`src/rtl/imm_gen_pipe_if.sv`:
```
// Decode-to-execute immediate channel: request side (instruction, format) and
// FIFO head side (immediate, error flag, occupancy).
interface imm_gen_pipe_if #(
  parameter int DATA_WIDTH = 32,
  parameter int DEPTH      = 2
);
  localparam int CW = $clog2(DEPTH + 1);

  logic                  flush;
  logic                  in_valid;
  logic                  in_ready;
  logic [24:0]           instruction;
  logic [2:0]            imm_fmt;
  logic                  out_valid;
  logic                  out_ready;
  logic [DATA_WIDTH-1:0] imm_data;
  logic                  imm_err;
  logic [CW-1:0]         count;

  modport master (
    output flush, in_valid, instruction, imm_fmt, out_ready,
    input  in_ready, out_valid, imm_data, imm_err, count
  );

  modport slave (
    input  flush, in_valid, instruction, imm_fmt, out_ready,
    output in_ready, out_valid, imm_data, imm_err, count
  );
endinterface

```
`src/rtl/imm_gen_pipe.sv`:
```
// RV32/RV64 immediate extractor feeding a DEPTH-entry circular output FIFO.
// Decode is combinational on push; the FIFO head drives the outputs directly.
module imm_gen_pipe #(
  parameter int DATA_WIDTH = 32,
  parameter int DEPTH      = 2
) (
  input  logic           clk,
  input  logic           rst_n,
  imm_gen_pipe_if.slave  bus
);
  localparam int CW = $clog2(DEPTH + 1);
  localparam int PW = (DEPTH > 1) ? $clog2(DEPTH) : 1;

  typedef logic [DATA_WIDTH-1:0] data_t;
  typedef struct packed {
    logic  err;
    data_t imm;
  } entry_t;

  localparam logic [2:0] F_I = 3'd0, F_S = 3'd1, F_B = 3'd2, F_U = 3'd3,
                         F_J = 3'd4, F_SH = 3'd5, F_Z = 3'd6;

  logic [24:0] w_in;
  entry_t      w_dec;
  logic        w_push, w_pop;

  entry_t      r_mem [DEPTH];
  logic [PW-1:0] r_wptr, r_rptr;
  logic [CW-1:0] r_count;

  assign w_in = bus.instruction;

  // Size casts of signed concatenations perform the sign extension.
  always_comb begin
    w_dec = '0;
    case (bus.imm_fmt)
      F_I:  w_dec.imm = data_t'($signed(w_in[24:13]));
      F_S:  w_dec.imm = data_t'($signed({w_in[24:18], w_in[4:0]}));
      F_B:  w_dec.imm = data_t'($signed({w_in[24], w_in[0], w_in[23:18], w_in[4:1], 1'b0}));
      F_U:  w_dec.imm = data_t'($signed({w_in[24:5], 12'h000}));
      F_J:  w_dec.imm = data_t'($signed({w_in[24], w_in[12:5], w_in[13], w_in[23:14], 1'b0}));
      F_SH: w_dec.imm = (DATA_WIDTH == 64) ? data_t'(w_in[18:13]) : data_t'(w_in[17:13]);
      F_Z:  w_dec.imm = data_t'(w_in[12:8]);
      default: w_dec.err = 1'b1;
    endcase
  end

  // in_ready depends only on the occupancy register, never on out_ready.
  assign bus.in_ready  = (r_count != CW'(DEPTH));
  assign bus.out_valid = (r_count != '0);
  assign w_push = bus.in_valid && bus.in_ready && !bus.flush;
  assign w_pop  = bus.out_valid && bus.out_ready && !bus.flush;

  assign bus.imm_data = bus.out_valid ? r_mem[r_rptr].imm : '0;
  assign bus.imm_err  = bus.out_valid ? r_mem[r_rptr].err : 1'b0;
  assign bus.count    = r_count;

  function automatic logic [PW-1:0] ptr_inc(input logic [PW-1:0] p);
    return (p == PW'(DEPTH - 1)) ? '0 : p + 1'b1;
  endfunction

  always_ff @(posedge clk) begin
    if (w_push) r_mem[r_wptr] <= w_dec;
  end

  always_ff @(posedge clk or negedge rst_n) begin
    if (!rst_n) begin
      r_wptr  <= '0;
      r_rptr  <= '0;
      r_count <= '0;
    end else if (bus.flush) begin
      r_wptr  <= '0;
      r_rptr  <= '0;
      r_count <= '0;
    end else begin
      if (w_push) r_wptr <= ptr_inc(r_wptr);
      if (w_pop)  r_rptr <= ptr_inc(r_rptr);
      case ({w_push, w_pop})
        2'b10:   r_count <= r_count + 1'b1;
        2'b01:   r_count <= r_count - 1'b1;
        default: r_count <= r_count;
      endcase
    end
  end
endmodule
```
`src/flat_wrapper.sv`:
```
// flat-port wrapper written by rule: the top's interface ports become plain ports
module imm_gen_pipe_flat 
#(
  parameter int DATA_WIDTH = 32,
  parameter int DEPTH      = 2
)
  (clk, rst_n, bus_flush, bus_in_valid, bus_instruction, bus_imm_fmt, bus_out_ready, bus_in_ready, bus_out_valid, bus_imm_data, bus_imm_err, bus_count);
  imm_gen_pipe_if #(.DATA_WIDTH(DATA_WIDTH), .DEPTH(DEPTH)) bus_i ();
  input  logic clk;
  input  logic rst_n;
  input wire logic [$bits(bus_i.flush)-1:0] bus_flush;
  input wire logic [$bits(bus_i.in_valid)-1:0] bus_in_valid;
  input wire logic [$bits(bus_i.instruction)-1:0] bus_instruction;
  input wire logic [$bits(bus_i.imm_fmt)-1:0] bus_imm_fmt;
  input wire logic [$bits(bus_i.out_ready)-1:0] bus_out_ready;
  output wire logic [$bits(bus_i.in_ready)-1:0] bus_in_ready;
  output wire logic [$bits(bus_i.out_valid)-1:0] bus_out_valid;
  output wire logic [$bits(bus_i.imm_data)-1:0] bus_imm_data;
  output wire logic [$bits(bus_i.imm_err)-1:0] bus_imm_err;
  output wire logic [$bits(bus_i.count)-1:0] bus_count;
  assign bus_i.flush = bus_flush;
  assign bus_i.in_valid = bus_in_valid;
  assign bus_i.instruction = bus_instruction;
  assign bus_i.imm_fmt = bus_imm_fmt;
  assign bus_i.out_ready = bus_out_ready;
  assign bus_in_ready = bus_i.in_ready;
  assign bus_out_valid = bus_i.out_valid;
  assign bus_imm_data = bus_i.imm_data;
  assign bus_imm_err = bus_i.imm_err;
  assign bus_count = bus_i.count;
  imm_gen_pipe #(.DATA_WIDTH(DATA_WIDTH), .DEPTH(DEPTH)) u_core (.clk(clk), .rst_n(rst_n), .bus(bus_i));
endmodule
```
`config.mk`:
```
export PLATFORM = sky130hd
export DESIGN_NAME = imm_gen_pipe_flat
export DESIGN_NICKNAME = d
export VERILOG_FILES = /design/src/rtl/imm_gen_pipe_if.sv /design/src/rtl/imm_gen_pipe.sv /design/src/flat_wrapper.sv
export SDC_FILE = /design/constraint.sdc
export NUM_CORES = 1
export LEC_CHECK = 0
export ABC_AREA = 1
export ABC_CLOCK_PERIOD_IN_PS = 5650
export CAP_MARGIN = 20
export CELL_PAD_IN_SITES_DETAIL_PLACEMENT = 1
export CELL_PAD_IN_SITES_GLOBAL_PLACEMENT = 2
export CORE_AREA = 5 5 75 146
export DETAILED_ROUTE_END_ITERATION = 6
export DIE_AREA = 0 0 80 151
export PLACE_DENSITY_LB_ADDON = 0.1
export SLEW_MARGIN = 20
export SYNTH_ARGS = -nofsm -noshare
export SYNTH_HDL_FRONTEND = slang
export SYNTH_SLANG_ARGS = --single-unit
```
`constraint.sdc`:
```
create_clock -name clk -period 5.65 [get_ports clk]
set_input_delay 0.565 -clock clk [delete_from_list [all_inputs] [get_ports clk]]
set_output_delay 0.565 -clock clk [all_outputs]
set_load 0.01 [all_outputs]
```
# Word-level counts from Yosys, hierarchy flattened

Memories as Yosys holds them, arrays and structs flattened.
Index checks and enable logic that the tools add are counted.

Output and inout port bits: 37
Flip-flop bits (word level): 4
Bits in writable memories: 66
Memories: 1
Word-level logic and storage cells: 42

Mux-type cells: 14
Eq/ne operators: 9
Add/subtract/negate cells: 4
Reductions and logical operators: 11

Memory list:

| name         | depth | width | read ports | clocked after Yosys merged registers in | write ports | line               | source |
|---|---|---|---|---|---|---|---|
| u_core.r_mem | 2     | 33    | 1          | 0                                       | 1           | imm_gen_pipe.sv:27 | `entry_t r_mem [DEPTH];` |

Operators with widths:

| cell                                                               | number |
|---|---|
| 32-bit case mux with 7 select lines                                | 1 |
| 32-bit two-way mux                                                 | 1 |
| 1-bit two-way mux                                                  | 10 |
| 3-bit == test, second input constant                               | 3 |
| 7-bit OR reduction                                                 | 1 |
| 3-bit by 2-bit == test with 1-bit output, second input constant    | 2 |
| 2-bit nonzero test                                                 | 3 |
| 1-bit logical AND                                                  | 4 |
| 2-bit case mux with 2 select lines                                 | 1 |
| 3-bit by 1-bit == test with 1-bit output, second input constant    | 1 |
| 3-bit zero test                                                    | 1 |
| 3-bit nonzero test                                                 | 1 |
| 1-bit adder, second input constant                                 | 2 |
| 2-bit by 1-bit adder with 2-bit output, second input constant      | 1 |
| 2-bit by 1-bit == test with 1-bit output, second input constant    | 1 |
| 2-bit == test, second input constant                               | 1 |
| 2-bit two-way mux                                                  | 1 |
| 2-bit != test, second input constant                               | 1 |
| 2-bit by 1-bit subtractor with 2-bit output, second input constant | 1 |
| 1-bit zero test                                                    | 1 |

# Logic depth before layout (Yosys ltp)

Depth after elaboration: 6
Mapped depth: 9

# Least setup slack after synthesis

No wires, ideal clock.

Kind: flip-flop to flip-flop
Start point: register u_core.r_count[0], in the netlist u_core.bus.count[0]
End point: memory u_core.r_mem[1][0] (netlist name), enable pin
Data arrival time: 3,034 ps
Period minus slack after synthesis: 3,498 ps
Required time: 5,185 ps
Setup slack: 2,152 ps
Stages on the path, launching flop included: 5
Cell sequence: dfrtp_1 inv_1 nand2_1 nand2_1 nor3_1

Cells in the longest elaborated chain, start to end: 5

RTL lines:

| element                                 | line               | source |
|---|---|---|
| start, declared                         | imm_gen_pipe.sv:29 | `logic [CW-1:0] r_count;` |
| start signal, assigned                  | imm_gen_pipe.sv:79 | `2'b10: r_count <= r_count + 1'b1;` |
| start signal, assigned                  | imm_gen_pipe.sv:80 | `2'b01: r_count <= r_count - 1'b1;` |
| start signal, assigned                  | imm_gen_pipe.sv:81 | `default: r_count <= r_count;` |
| 2-bit != test                           | imm_gen_pipe.sv:49 | `assign bus.in_ready = (r_count != CW'(DEPTH));` |
| via bus_in_ready                        | flat_wrapper.sv:16 | `output wire logic [$bits(bus_i.in_ready)-1:0] bus_in_ready;` |
| 1-bit logical AND (2 in series)         | imm_gen_pipe.sv:51 | `assign w_push = bus.in_valid && bus.in_ready && !bus.flush;` |
| 1-bit two-way mux                       | imm_gen_pipe.sv:63 | `if (w_push) r_mem[r_wptr] <= w_dec;` |
| 1-bit two-way mux (implied by the code) | imm_gen_pipe.sv:63 |  |
| end, declared                           | imm_gen_pipe.sv:27 |  |

The timed path passes the listed nets, and every way through them passes these cells.

# Final worst setup path

Start point: register u_core.r_rptr
End point: output port bus_imm_data[21]

Cells in the longest elaborated chain, start to end: 2

RTL lines:

| element                | line               | source |
|---|---|---|
| start, declared        | imm_gen_pipe.sv:28 | `logic [PW-1:0] r_wptr, r_rptr;` |
| start signal, assigned | imm_gen_pipe.sv:77 | `if (w_pop) r_rptr <= ptr_inc(r_rptr);` |
| memory read 2 x 33 bit | -                  |  |
| 32-bit two-way mux     | imm_gen_pipe.sv:54 | `assign bus.imm_data = bus.out_valid ? r_mem[r_rptr].imm : '0;` |
| end, declared          | flat_wrapper.sv:18 | `output wire logic [$bits(bus_i.imm_data)-1:0] bus_imm_data;` |

Every way passes these cells.

==> flow_summary.ini <==
[global_routing]
grt_pass1_vias = 2607
grtUsageMet3 = 0.0357
grt_use_met2 = 0.293
antenna_found_initial = 0
grt_start_max_net_pins = 37
grt_use_met1 = 0.150
grt_most_used_layer = met2
grt_usage = 0.151
overflow = 0
grt_pass1_wl_mm = 13.4

[place]
gp_congestion = 0.713
io_buffers = 69
hpwl_mm = 6.15
numPlacedInstances = 498

[timing]
finClkSkew_ps = 2.44
hold_ws_ps = 467
finalSetupTns_ps = 0
worstMarginPinSlew_ps = 613
rsz0062_at_grt = no
slew_headroom = 0.586
finalHoldViolCount = 0
slew_violations = 0
setup_viol = 0
finalCritPeriodShare = 0.533
min_period_ps = 3010
fmax_ghz = 0.332

[flow_run]
cap_violations = 0

[layout]
final_cell_mix = nand2_1, clkdlybuf4s50_1, edfxtp_1
fin_nets = 410
drive_above_1_share = 0.0654
diodes = 0
areaGrowthSynthToFinish_pct = 35.0
layout_commonest_cell = nand2_1
seq_area_mm2 = 0.00208
multi_input_area_um2 = 908
n_fill_cell = 1113
instances_no_fill = 514

[setup_path]
startpoint = u_core.r_rptr
arrival_ps = 2450
cp-endpoint = bus_imm_data[21]
timing.rr.end = u_core.r_mem[0][12]
r2r_slack_ps = 3900
reg2reg_depth = 7
cp.required_ps = 5090
cp-end-kind = output port
crit_type = flop to output port
path_max_fanout = 35
reg2reg_from = u_core.bus.count[0]
worstSetupStartpointType = flop

[routing]
postRouteAntennaNets = 0
wl_mm = 8.68
dr_total_vias = 2440
drcViolationCount = 0
drt_pass1_iterations = 4
initialDrtViolationCount = 157
viasPerCell = 4.75
drt-wirelength-per-cell_um = 16.9

[logic_synthesis]
synth_area_mm2 = 0.00312
muxShareOfSynthArea = 0
synth_xor_area_frac = 0
synth_cell_types = 21
synthSimpleGateAreaFrac = 0.192
syn_area_per_cell_um2 = 10.2
syn_inst = 307
ys_warn_count = 0
ys_seq_elements = 70
synth-compound-area-share = 0.0979
synth_seq_area_share = 0.667
synth_top_family_by_area = simple AND/OR/NAND/NOR gates
syn_nets = 340
synthAdderAreaFrac = 0

[floorplanning]
die_h_um = 151
core_mm2 = 0.00970
initial_core_util = 0.322
die_width_um = 80
dieArea_mm2 = 0.0121
io_pins = 70
std_cell_rows = 51

[outcome]
status = complete, no violations

[clocking]
cts_max_level = 3
clockBufferDepth = 2
cts_buffers = 9
clock_latency_ps = 320
cts_tree = built
ctsHoldBuffers = 0
path_clk_slew_ps = 50
cts_sinks = 70
cts_root_buffer = clkbuf_16
post_cts_resized = 0
cts_setup_buffers = 0

[hold_path]
min_path_type = input pin to asynchronous set/reset pin

[pwr]
peakVddDrop_uv = 192
power_leakage_nw = 1.59
p_per_area_mw_per_mm2 = 426
[worst min-delay path by stage]
stage          depth (start not counted)           from                   to  slack [ps]
6_report                               1          rst_n  u_core.bus.count[0]         470
5_1_grt                                1          rst_n  u_core.bus.count[1]         470
4_1_cts                                1          rst_n  u_core.bus.count[0]         470
3_5_place_dp                           2  u_core.r_wptr        u_core.r_wptr         560
3_3_place_gp                           2  u_core.r_wptr        u_core.r_wptr         550
2_1_floorplan                          0          rst_n  u_core.bus.count[0]         270
[cell families (layout without fill, tap and decap cells)]
logic type             Yosys count  after routing
AO/OA/AOI/OAI                   56             56
buffers and inverters           34            109
flip-flops                      70             70
AND/OR/NAND/NOR                147            147
[state kept, by name, summed over array words and instances (netlist names)]
name              flops
u_core.r_rptr         1
u_core.bus.count      2
u_core.r_mem         66
u_core.r_wptr         1
[synthesized netlist by cell type (all sizes together)]
master	number	share of area
o21a	1	0.0024
nand3	14	0.022
edfxtp	66	0.64
nor3	4	0.010
nand4	1	0.0020
clkinv	1	0.0012
buf	5	0.0080
o21ai	11	0.018
nand2	112	0.14
clkbuf	9	0.011
nor2	16	0.021
o311ai	1	0.0028
inv	19	0.023
dfrtp	4	0.032
o211ai	6	0.014
a21oi	36	0.058
o2111ai	1	0.0028
[power breakdown]
| part | leakage (nW) | internal, mW | total, mW | switching [mW] |
|---|---|---|---|---|
| logic | 0.800 | 0.291 | 0.647 | 0.356 |
| clock network | 0.127 | 0.293 | 0.489 | 0.196 |
| registers | 0.667 | 0.634 | 0.656 | 0.0216 |
[critical path: stages, from the launching register on]
cell	delay (ps)
dfrtp_1	350
buf_4	250
inv_2	510
nand2_1	120
a21oi_1	260
clkdlybuf4s50_1	590
[layout make-up]
type	instances	share of cell area
tap	132	0.0392
multi-input combinational	203	0.216
inverter	20	0.0178
sequential	70	0.495
timing repair buffer	73	0.171
clock buffer	11	0.0553
clock inverter	5	0.00624
[per-layer routing]
| metal | wire length (µm) | up-vias | share of wire |
|---|---|---|---|
| li1 | - | 1189 | - |
| met1 | 3230 | 1186 | 0.37 |
| met2 | 4930 | 56 | 0.57 |
| met3 | 370 | 9 | 0.043 |
| met4 | 149 | 0 | 0.017 |
| met5 | 0 | - | 0 |
[stage by stage]
stage               cell area [µm²]  total power [mW]  utilization  worst slack [ps]
floorplan                      3120             0.968            -              2150
global placement               3950              1.33        0.407              2520
detailed placement             3950              1.33        0.407              2470
CTS                            4210              1.83        0.434              2100
global route                   4210              1.90        0.434              2500
finish                         4210              1.79        0.434              2640
Power figures use the tool's default switching activity.
